[src/rtl/hash_output_writer.sv]
// -----------------------------------------------------------------------------
// hash_output_writer
//
// Writes a finished SHA-256 digest (NUM_WORDS words, H0 first) to word-addressed
// memory, one word per accepted write. Memory backpressures with mem_ready.
// A one-cycle write_complete pulse follows acceptance of the last word.
//
// Ports:
//   clock          - rising-edge clock
//   reset          - synchronous, active-high reset
//   start          - request to write the digest (sampled only in IDLE)
//   base_address   - address of word 0, captured with start
//   digest         - H0 in the MSBs .. H(NUM_WORDS-1) in the LSBs, captured with start
//   mem_ready      - memory accepts the presented write this cycle
//   mem_write_en   - write request valid (registered)
//   mem_address    - write address (registered, wraps modulo 2^ADDR_WIDTH)
//   mem_write_data - write data (registered)
//   busy           - high in WRITE and DONE
//   write_complete - one-cycle pulse after the last word is accepted
// -----------------------------------------------------------------------------
module hash_output_writer #(
  parameter int DATA_WIDTH = 32,
  parameter int NUM_WORDS  = 8,
  parameter int ADDR_WIDTH = 16
) (
  input  logic                             clock,
  input  logic                             reset,
  input  logic                             start,
  input  logic [ADDR_WIDTH-1:0]            base_address,
  input  logic [NUM_WORDS*DATA_WIDTH-1:0]  digest,
  input  logic                             mem_ready,
  output logic                             mem_write_en,
  output logic [ADDR_WIDTH-1:0]            mem_address,
  output logic [DATA_WIDTH-1:0]            mem_write_data,
  output logic                             busy,
  output logic                             write_complete
);

  localparam int DIGEST_W = NUM_WORDS * DATA_WIDTH;
  // One extra bit so the index never overflows when it reaches the last word.
  localparam int IDX_W = $clog2(NUM_WORDS) + 1;
  localparam logic [IDX_W-1:0] LAST_IDX = IDX_W'(NUM_WORDS - 1);

  typedef enum logic [1:0] {
    IDLE  = 2'd0,
    WRITE = 2'd1,
    DONE  = 2'd2
  } state_t;

  state_t                  state_r;
  state_t                  state_s;
  // Holding register: the word currently presented always sits in the MSBs.
  logic [DIGEST_W-1:0]     hold_r;
  logic [DIGEST_W-1:0]     hold_s;
  logic [DIGEST_W-1:0]     shifted_s;
  logic [IDX_W-1:0]        idx_r;
  logic [IDX_W-1:0]        idx_s;
  logic                    write_en_s;
  logic [ADDR_WIDTH-1:0]   address_s;
  logic [DATA_WIDTH-1:0]   write_data_s;
  logic                    busy_s;
  logic                    complete_s;

  // State, holding register, word index and registered outputs.
  always_ff @(posedge clock) begin
    if (reset) begin
      state_r        <= IDLE;
      hold_r         <= {DIGEST_W{1'b0}};
      idx_r          <= {IDX_W{1'b0}};
      mem_write_en   <= 1'b0;
      mem_address    <= {ADDR_WIDTH{1'b0}};
      mem_write_data <= {DATA_WIDTH{1'b0}};
      busy           <= 1'b0;
      write_complete <= 1'b0;
    end else begin
      state_r        <= state_s;
      hold_r         <= hold_s;
      idx_r          <= idx_s;
      mem_write_en   <= write_en_s;
      mem_address    <= address_s;
      mem_write_data <= write_data_s;
      busy           <= busy_s;
      write_complete <= complete_s;
    end
  end

  // Next-state and next-output logic.
  always_comb begin
    state_s      = state_r;
    hold_s       = hold_r;
    idx_s        = idx_r;
    write_en_s   = mem_write_en;
    address_s    = mem_address;
    write_data_s = mem_write_data;
    busy_s       = busy;
    complete_s   = 1'b0;
    shifted_s    = hold_r << DATA_WIDTH;

    case (state_r)
      IDLE: begin
        if (start) begin
          hold_s       = digest;
          idx_s        = {IDX_W{1'b0}};
          write_en_s   = 1'b1;
          address_s    = base_address;
          write_data_s = digest[DIGEST_W-1 -: DATA_WIDTH];
          busy_s       = 1'b1;
          state_s      = WRITE;
        end else begin
          // Address/data keep their last values; only the valid flags matter.
          write_en_s = 1'b0;
          busy_s     = 1'b0;
        end
      end

      WRITE: begin
        // mem_write_en is always high in WRITE, so mem_ready alone marks a transfer.
        if (mem_ready) begin
          if (idx_r == LAST_IDX) begin
            write_en_s = 1'b0;
            complete_s = 1'b1;
            busy_s     = 1'b1;
            state_s    = DONE;
          end else begin
            hold_s       = shifted_s;
            idx_s        = idx_r + {{(IDX_W-1){1'b0}}, 1'b1};
            address_s    = mem_address + {{(ADDR_WIDTH-1){1'b0}}, 1'b1};
            write_data_s = shifted_s[DIGEST_W-1 -: DATA_WIDTH];
            write_en_s   = 1'b1;
          end
        end else begin
          // Request stays raised and stable until memory takes it.
          write_en_s = 1'b1;
        end
      end

      DONE: begin
        write_en_s = 1'b0;
        busy_s     = 1'b0;
        state_s    = IDLE;
      end

      default: begin
        write_en_s = 1'b0;
        busy_s     = 1'b0;
        state_s    = IDLE;
      end
    endcase
  end

endmodule

[config.mk]
export PLATFORM = sky130hd
export DESIGN_NAME = hash_output_writer
export DESIGN_NICKNAME = d
export VERILOG_FILES = /design/src/rtl/hash_output_writer.sv
export SDC_FILE = /design/constraint.sdc
export NUM_CORES = 1
export LEC_CHECK = 0
export ABC_CLOCK_PERIOD_IN_PS = 5000
export CAP_MARGIN = 20
export CORE_MARGIN = 2
export CORE_UTILIZATION = 49
export DETAILED_ROUTE_END_ITERATION = 16
export HOLD_SLACK_MARGIN = 0.05
export PLACE_DENSITY = 0.8
export SYNTH_ARGS = -nofsm -noshare
export SYNTH_HDL_FRONTEND = slang
export SYNTH_SLANG_ARGS = --single-unit
[constraint.sdc]
create_clock -name clock -period 5 [get_ports clock]
set_input_delay 0.75 -clock clock [delete_from_list [all_inputs] [get_ports clock]]
set_output_delay 0.75 -clock clock [all_outputs]
set_load 0.05 [all_outputs]
Yosys cells after proc, flatten, opt, wreduce, memory -nomap -nowiden:

Cells that the tools add are included.
Widths: inputs -> output; s select.

* register bits: 281
* input port bits: 276
* output and inout bits: 51
* word-level logic and storage cells: 52

* add/subtract/negate cells: 2
* equality and inequality tests: 6
* multiplexer cells: 28
* bitwise logic cells: 2
* reduce and logical (&&, ||, !) cells: 6

Operators by type and width (count)
* $mux 224: 3
* $pmux 224 s2: 1
* $mux 32: 3
* $pmux 32 s2: 1
* $mux 16: 3
* $pmux 16 s2: 1
* $add 16x1->16 const B: 1
* $mux 4: 3
* $ne 2x2->1 const B: 4
* $pmux 4 s2: 1
* $mux 1: 6
* $mux 2: 3
* $add 4x1->4 const B: 1
* $eq 4x3->1 const B: 1
* $pmux 1 s2: 2
* $pmux 2 s2: 1
* $reduce_and 4->1: 1
* $reduce_and 3->1: 1
* $reduce_or 3->1: 1
* $eq 2x1->1 const B: 1
* $logic_not 2->1: 1
* $not 1->1: 2
* $reduce_and 2->1: 1
* $reduce_bool 2->1: 1

Depth between registers and ports, before layout:

* depth in word-level cells: 4
* depth in mapped cells: 7

Worst setup path after synthesis:

No wires, ideal clock.

* path type: reg2reg
* start point: reg mem_address[0]
* end point: reg mem_address[14]
* setup time: 0.117 ns
* arrival: 1.798 ns
* path slack: 3.085 ns
* cell stages (with the launch flop): 6
* path buffers: 0
* period minus slack after synthesis: 1.915 ns
* cell sequence: dfxtp_1 -> ha_1 -> nand3_1 -> nor2_1 -> nand4_1 -> a32o_1

* word-level cells in the longest chain between the ends: 4

Ends and longest elaborated chain
* start, declared: RTL line 33 `output logic [ADDR_WIDTH-1:0] mem_address,`
* start signal, assigned: RTL line 71 `mem_address <= {ADDR_WIDTH{1'b0}};`
* start signal, assigned: RTL line 80 `mem_address <= address_s;`
* $add 16x1->16: RTL line 127 `address_s = mem_address + {{(ADDR_WIDTH-1){1'b0}}, 1'b1};`
* $mux 16: RTL line 119 `if (idx_r == LAST_IDX) begin`
* $mux 16: RTL line 118 `if (mem_ready) begin`
* $pmux 16 s2: RTL line 99 `case (state_r)`

No other way between the ends. The select of a mux whose other input is x is not followed.
A chain may end at the register's enable or synchronous reset.

Worst setup path in the final report:

* start point: reg state_r[0]
* end point: reg hold_r[82]

* word-level cells in the longest chain between the ends: 3
* elaborated cells between the ends (all ways): 8
* classes of those cells: eq/ne: 4; mux: 1; reduce/logical: 3

Ends and longest elaborated chain
* start, declared: RTL line 50 `state_t state_r;`
* start signal, assigned: RTL line 76 `state_r <= state_s;`
* $eq 2x1->1 / $logic_not 2->1 (equally long branches): RTL line 99
* $ne 2x2->1 (no line) / $reduce_bool 2->1 (equally long branches)
* $reduce_and 4->1 (no line)
* end signal, assigned: RTL line 68 `hold_r <= {DIGEST_W{1'b0}};`
* end signal, assigned: RTL line 77 `hold_r <= hold_s;`
* end, declared: RTL line 53 `logic [DIGEST_W-1:0] hold_r;`

Several ways; a longest one is shown, not always the timed one.

==> results.py <==
metrics = {
    "clock_network": {
        "clockBufferDepth": 3,
        "path_clk_slew_ns": 0.06,
        "cts_tree": "built",
        "numCtsBuffers": 30,
        "cts_resized": 0,
        "holdBufCountCts": 0,
        "clock_latency_ns": 0.54,
        "clkSinkCount": 281,
        "cts_setup_buffers": 0,
        "root_buffer": "clkbuf_16",
        "htreeDepth": 1,
    },
    "yosys": {
        "synth_cell_types": 43,
        "seq_area_frac_synth": 0.4747,
        "synth.area.top_cells": "dfxtp_1 (47%), a311oi_1 (17%), nand2_1 (15%), nor2_1 (7.6%), clkbuf_1 (2.7%)",
        "netlist.area_leader.share": 0.4747,
        "ys_ff_latch": 281,
        "syn_area_um2": 11850,
        "ys_dominant_reg_cell": "dfxtp_1",
        "synth_warnings": 0,
        "syn_nets": 1768,
        "yosys.area.top_type": "dfxtp_1",
        "ys_async_sr_fraction": 0,
        "synth_cells": 1490,
        "syn_avg_cell_area_um2": 7.953,
        "synth-edff-count": 0,
    },
    "drt": {
        "drt_pass1_iterations": 5,
        "wl_per_cell_um": 17.35,
        "via_count": 11637,
        "drc_errors": 0,
        "avgViaCountPerCell": 5.635,
        "routed_wl_um": 35830,
        "dr.first_iter.drc_count": 990,
        "drtAntennaViolNets": 0,
    },
    "floorplanning": {
        "start_util": 0.5019,
        "die-height_um": 159.5,
        "design.die.area_um2": 25440,
        "core-area_um2": 23610,
        "die_w_um": 159.5,
        "ios": 327,
        "rows": 56,
    },
    "critical_path": {
        "path_delay_family": "flip-flops",
        "slowest_delay_ns": 0.82,
        "rr_startpoint": "state_r[0]",
        "cp-endpoint": "hold_r[82]",
        "crit_path_max_fanout": 272,
        "cp_num_buf_inv": 1,
        "cp-end-kind": "flop",
        "cp.required_ns": 5.44,
        "critPathKind": "reg -> reg",
        "critical_path.reg2reg.endpoint": "hold_r[82]",
        "cp_cell_sequence": "mux2i_1, nor3_4, buf_12, nor2_1, a311oi_1",
        "reg2reg_setup_slack_ns": 2.19,
        "crit_cells": 5,
        "slowest_stage": "dfxtp_1",
        "arrival_ns": 3.26,
        "start_kind": "flop",
        "crit_start": "state_r[0]",
        "r2r_cells": 5,
    },
    "cells_and_area": {
        "layout.nets": 1999,
        "fin_area_um2": 16120,
        "stdcell_count": 2065,
        "drive_above_1_share": 0.04303,
        "utilization": 0.6827,
        "fillers": 1985,
        "most-common-layout-cells": "nand2_1 (462), clkdlybuf4s50_1 (325), dfxtp_1 (281)",
        "area_growth_pct": 36.03,
        "seq_area_um2": 5625,
        "multi_input_comb_area_um2": 5620,
        "final_common_cell": "nand2_1",
    },
    "global_route": {
        "gr-total-overflow": 0,
        "grt_max_degree": 273,
        "antenna_found_initial": 3,
        "grt_pass1_wl_um": 56480,
        "grt_pass1_vias": 10837,
        "grtUsageTotal": 0.2673,
    },
    "sta": {
        "fin_tns_setup_ns": 0,
        "period_share": 0.5627,
        "period_needed_ns": 2.813,
        "max_slew_margin": 0.2271,
        "drv_slew": 0,
        "tightest_slew_ns": 1.159,
        "fmax_mhz": 355.4,
        "final_hold_viol_count": 0,
        "skew_ns": 0.006284,
        "setup_viol": 0,
        "holdWs_ns": 0.4736,
        "rsz0062_at_grt": "false",
    },
    "placed_design": {
        "placed_area_um2": 15090,
        "io_buffer_count": 326,
        "place_congestion": 0.8551,
        "dp.cells": 2007,
        "dp_hpwl_um": 24200,
    },
    "flow_run": {
        "max_cap_violations": 0,
    },
    "power": {
        "vdd_drop_max_uv": 256.9,
        "power.density_nw_per_um2": 366.6,
        "leakage_uw": 0.006092,
    },
    "min_path": {
        "hold_path_class": "reg -> reg",
    },
    "status": {
        "status": "finished, final reports clean",
    },
}
how the worst min path moves through the flow:
| stage | from | end | slack (ns) | cells past startpoint |
|---|---|---|---|---|
| 2_1_floorplan | hold_r[0] | hold_r[0] | 0.44 | 1 |
| 3_3_place_gp | hold_r[7] | hold_r[7] | 0.46 | 1 |
| 3_5_place_dp | hold_r[9] | hold_r[9] | 0.46 | 1 |
| 4_1_cts | hold_r[66] | hold_r[98] | 0.47 | 2 |
| 5_1_grt | hold_r[30] | hold_r[30] | 0.49 | 1 |
| 6_report | hold_r[156] | hold_r[188] | 0.47 | 2 |
flip-flops by register name, summed over array words and instances (netlist names):
| signal | cells |
|---|---|
| hold_r | 224 |
| mem_write_data | 32 |
| mem_address | 16 |
| idx_r | 4 |
| state_r | 2 |
| busy | 1 |
| mem_write_en | 1 |
| write_complete | 1 |
layer usage:
| metal | GRT usage | vias to the layer above | part of all wire |
|---|---|---|---|
| met5 | 0 | - | 0 |
| li1 | - | 5740 | - |
| met1 | 0.3687 | 5388 | 0.44 |
| met4 | 0.07562 | 0 | 0.026 |
| met2 | 0.4223 | 455 | 0.45 |
| met3 | 0.05861 | 54 | 0.082 |
worst min-delay path: cells and delay by family (launching register included):
kind / cells / cell delay [ns]
compound gates: 1 / 0.07
simple gates: 1 / 0.05
flops: 1 / 0.31
cell type report:
type,count,area share
clock buffers,42,0.05317
repair buffers,342,0.2149
multi-input cells,1064,0.3487
well taps,319,0.02476
diodes,3,0.0004657
inverters,2,0.0004657
flip-flops and latches,281,0.3490
clock inverters,12,0.008538
where the power goes:
part	internal, uW	total (uW)	switching (uW)	leakage [uW]
Sequential	2450	2590	132	0.00233
Combinational	480	1100	617	0.00327
Clock	1340	2230	886	0.000493
Total	4270	5910	1630	0.00609
cells by family (layout without fill, tap and decap cells):
kind of cell,count (synthesis),in the layout,share of synthesized area
XOR/XNOR,1,1,0.0007392
AND/OR/NAND/NOR,751,751,0.2492
multiplexers,3,3,0.002640
adder cells (fa/ha/maj),2,2,0.002111
flip-flops,281,281,0.4747
other,0,3,0
buffers and inverters,145,398,0.05248
AO/OA/AOI/OAI,307,307,0.2181
synthesized netlist by cell type, drive strengths merged, types with 2 or more instances:
master,n
nor4,3
a311oi,230
ha,2
a21oi,17
a22o,32
clkbuf,86
and4,3
o21ai,9
nor2,242
nand2,462
a211oi,6
nor3,5
mux2i,2
o32ai,2
o221a,3
inv,2
nor2b,4
nand2b,4
dfxtp,281
buf,57
nand3,9
nand4,10
and3,4
stage by stage:
| stage | setup slack, ns | total power [uW] |
|---|---|---|
| 6_report | 2.187 | 5910 |
| 5_1_grt | 1.980 | 6160 |
| 4_1_cts | 2.250 | 5925 |
| 3_5_place_dp | 1.977 | 3719 |
| 3_3_place_gp | 1.725 | 3689 |
| 2_1_floorplan | 3.085 | 3275 |
(Power assumes the default switching activity.)
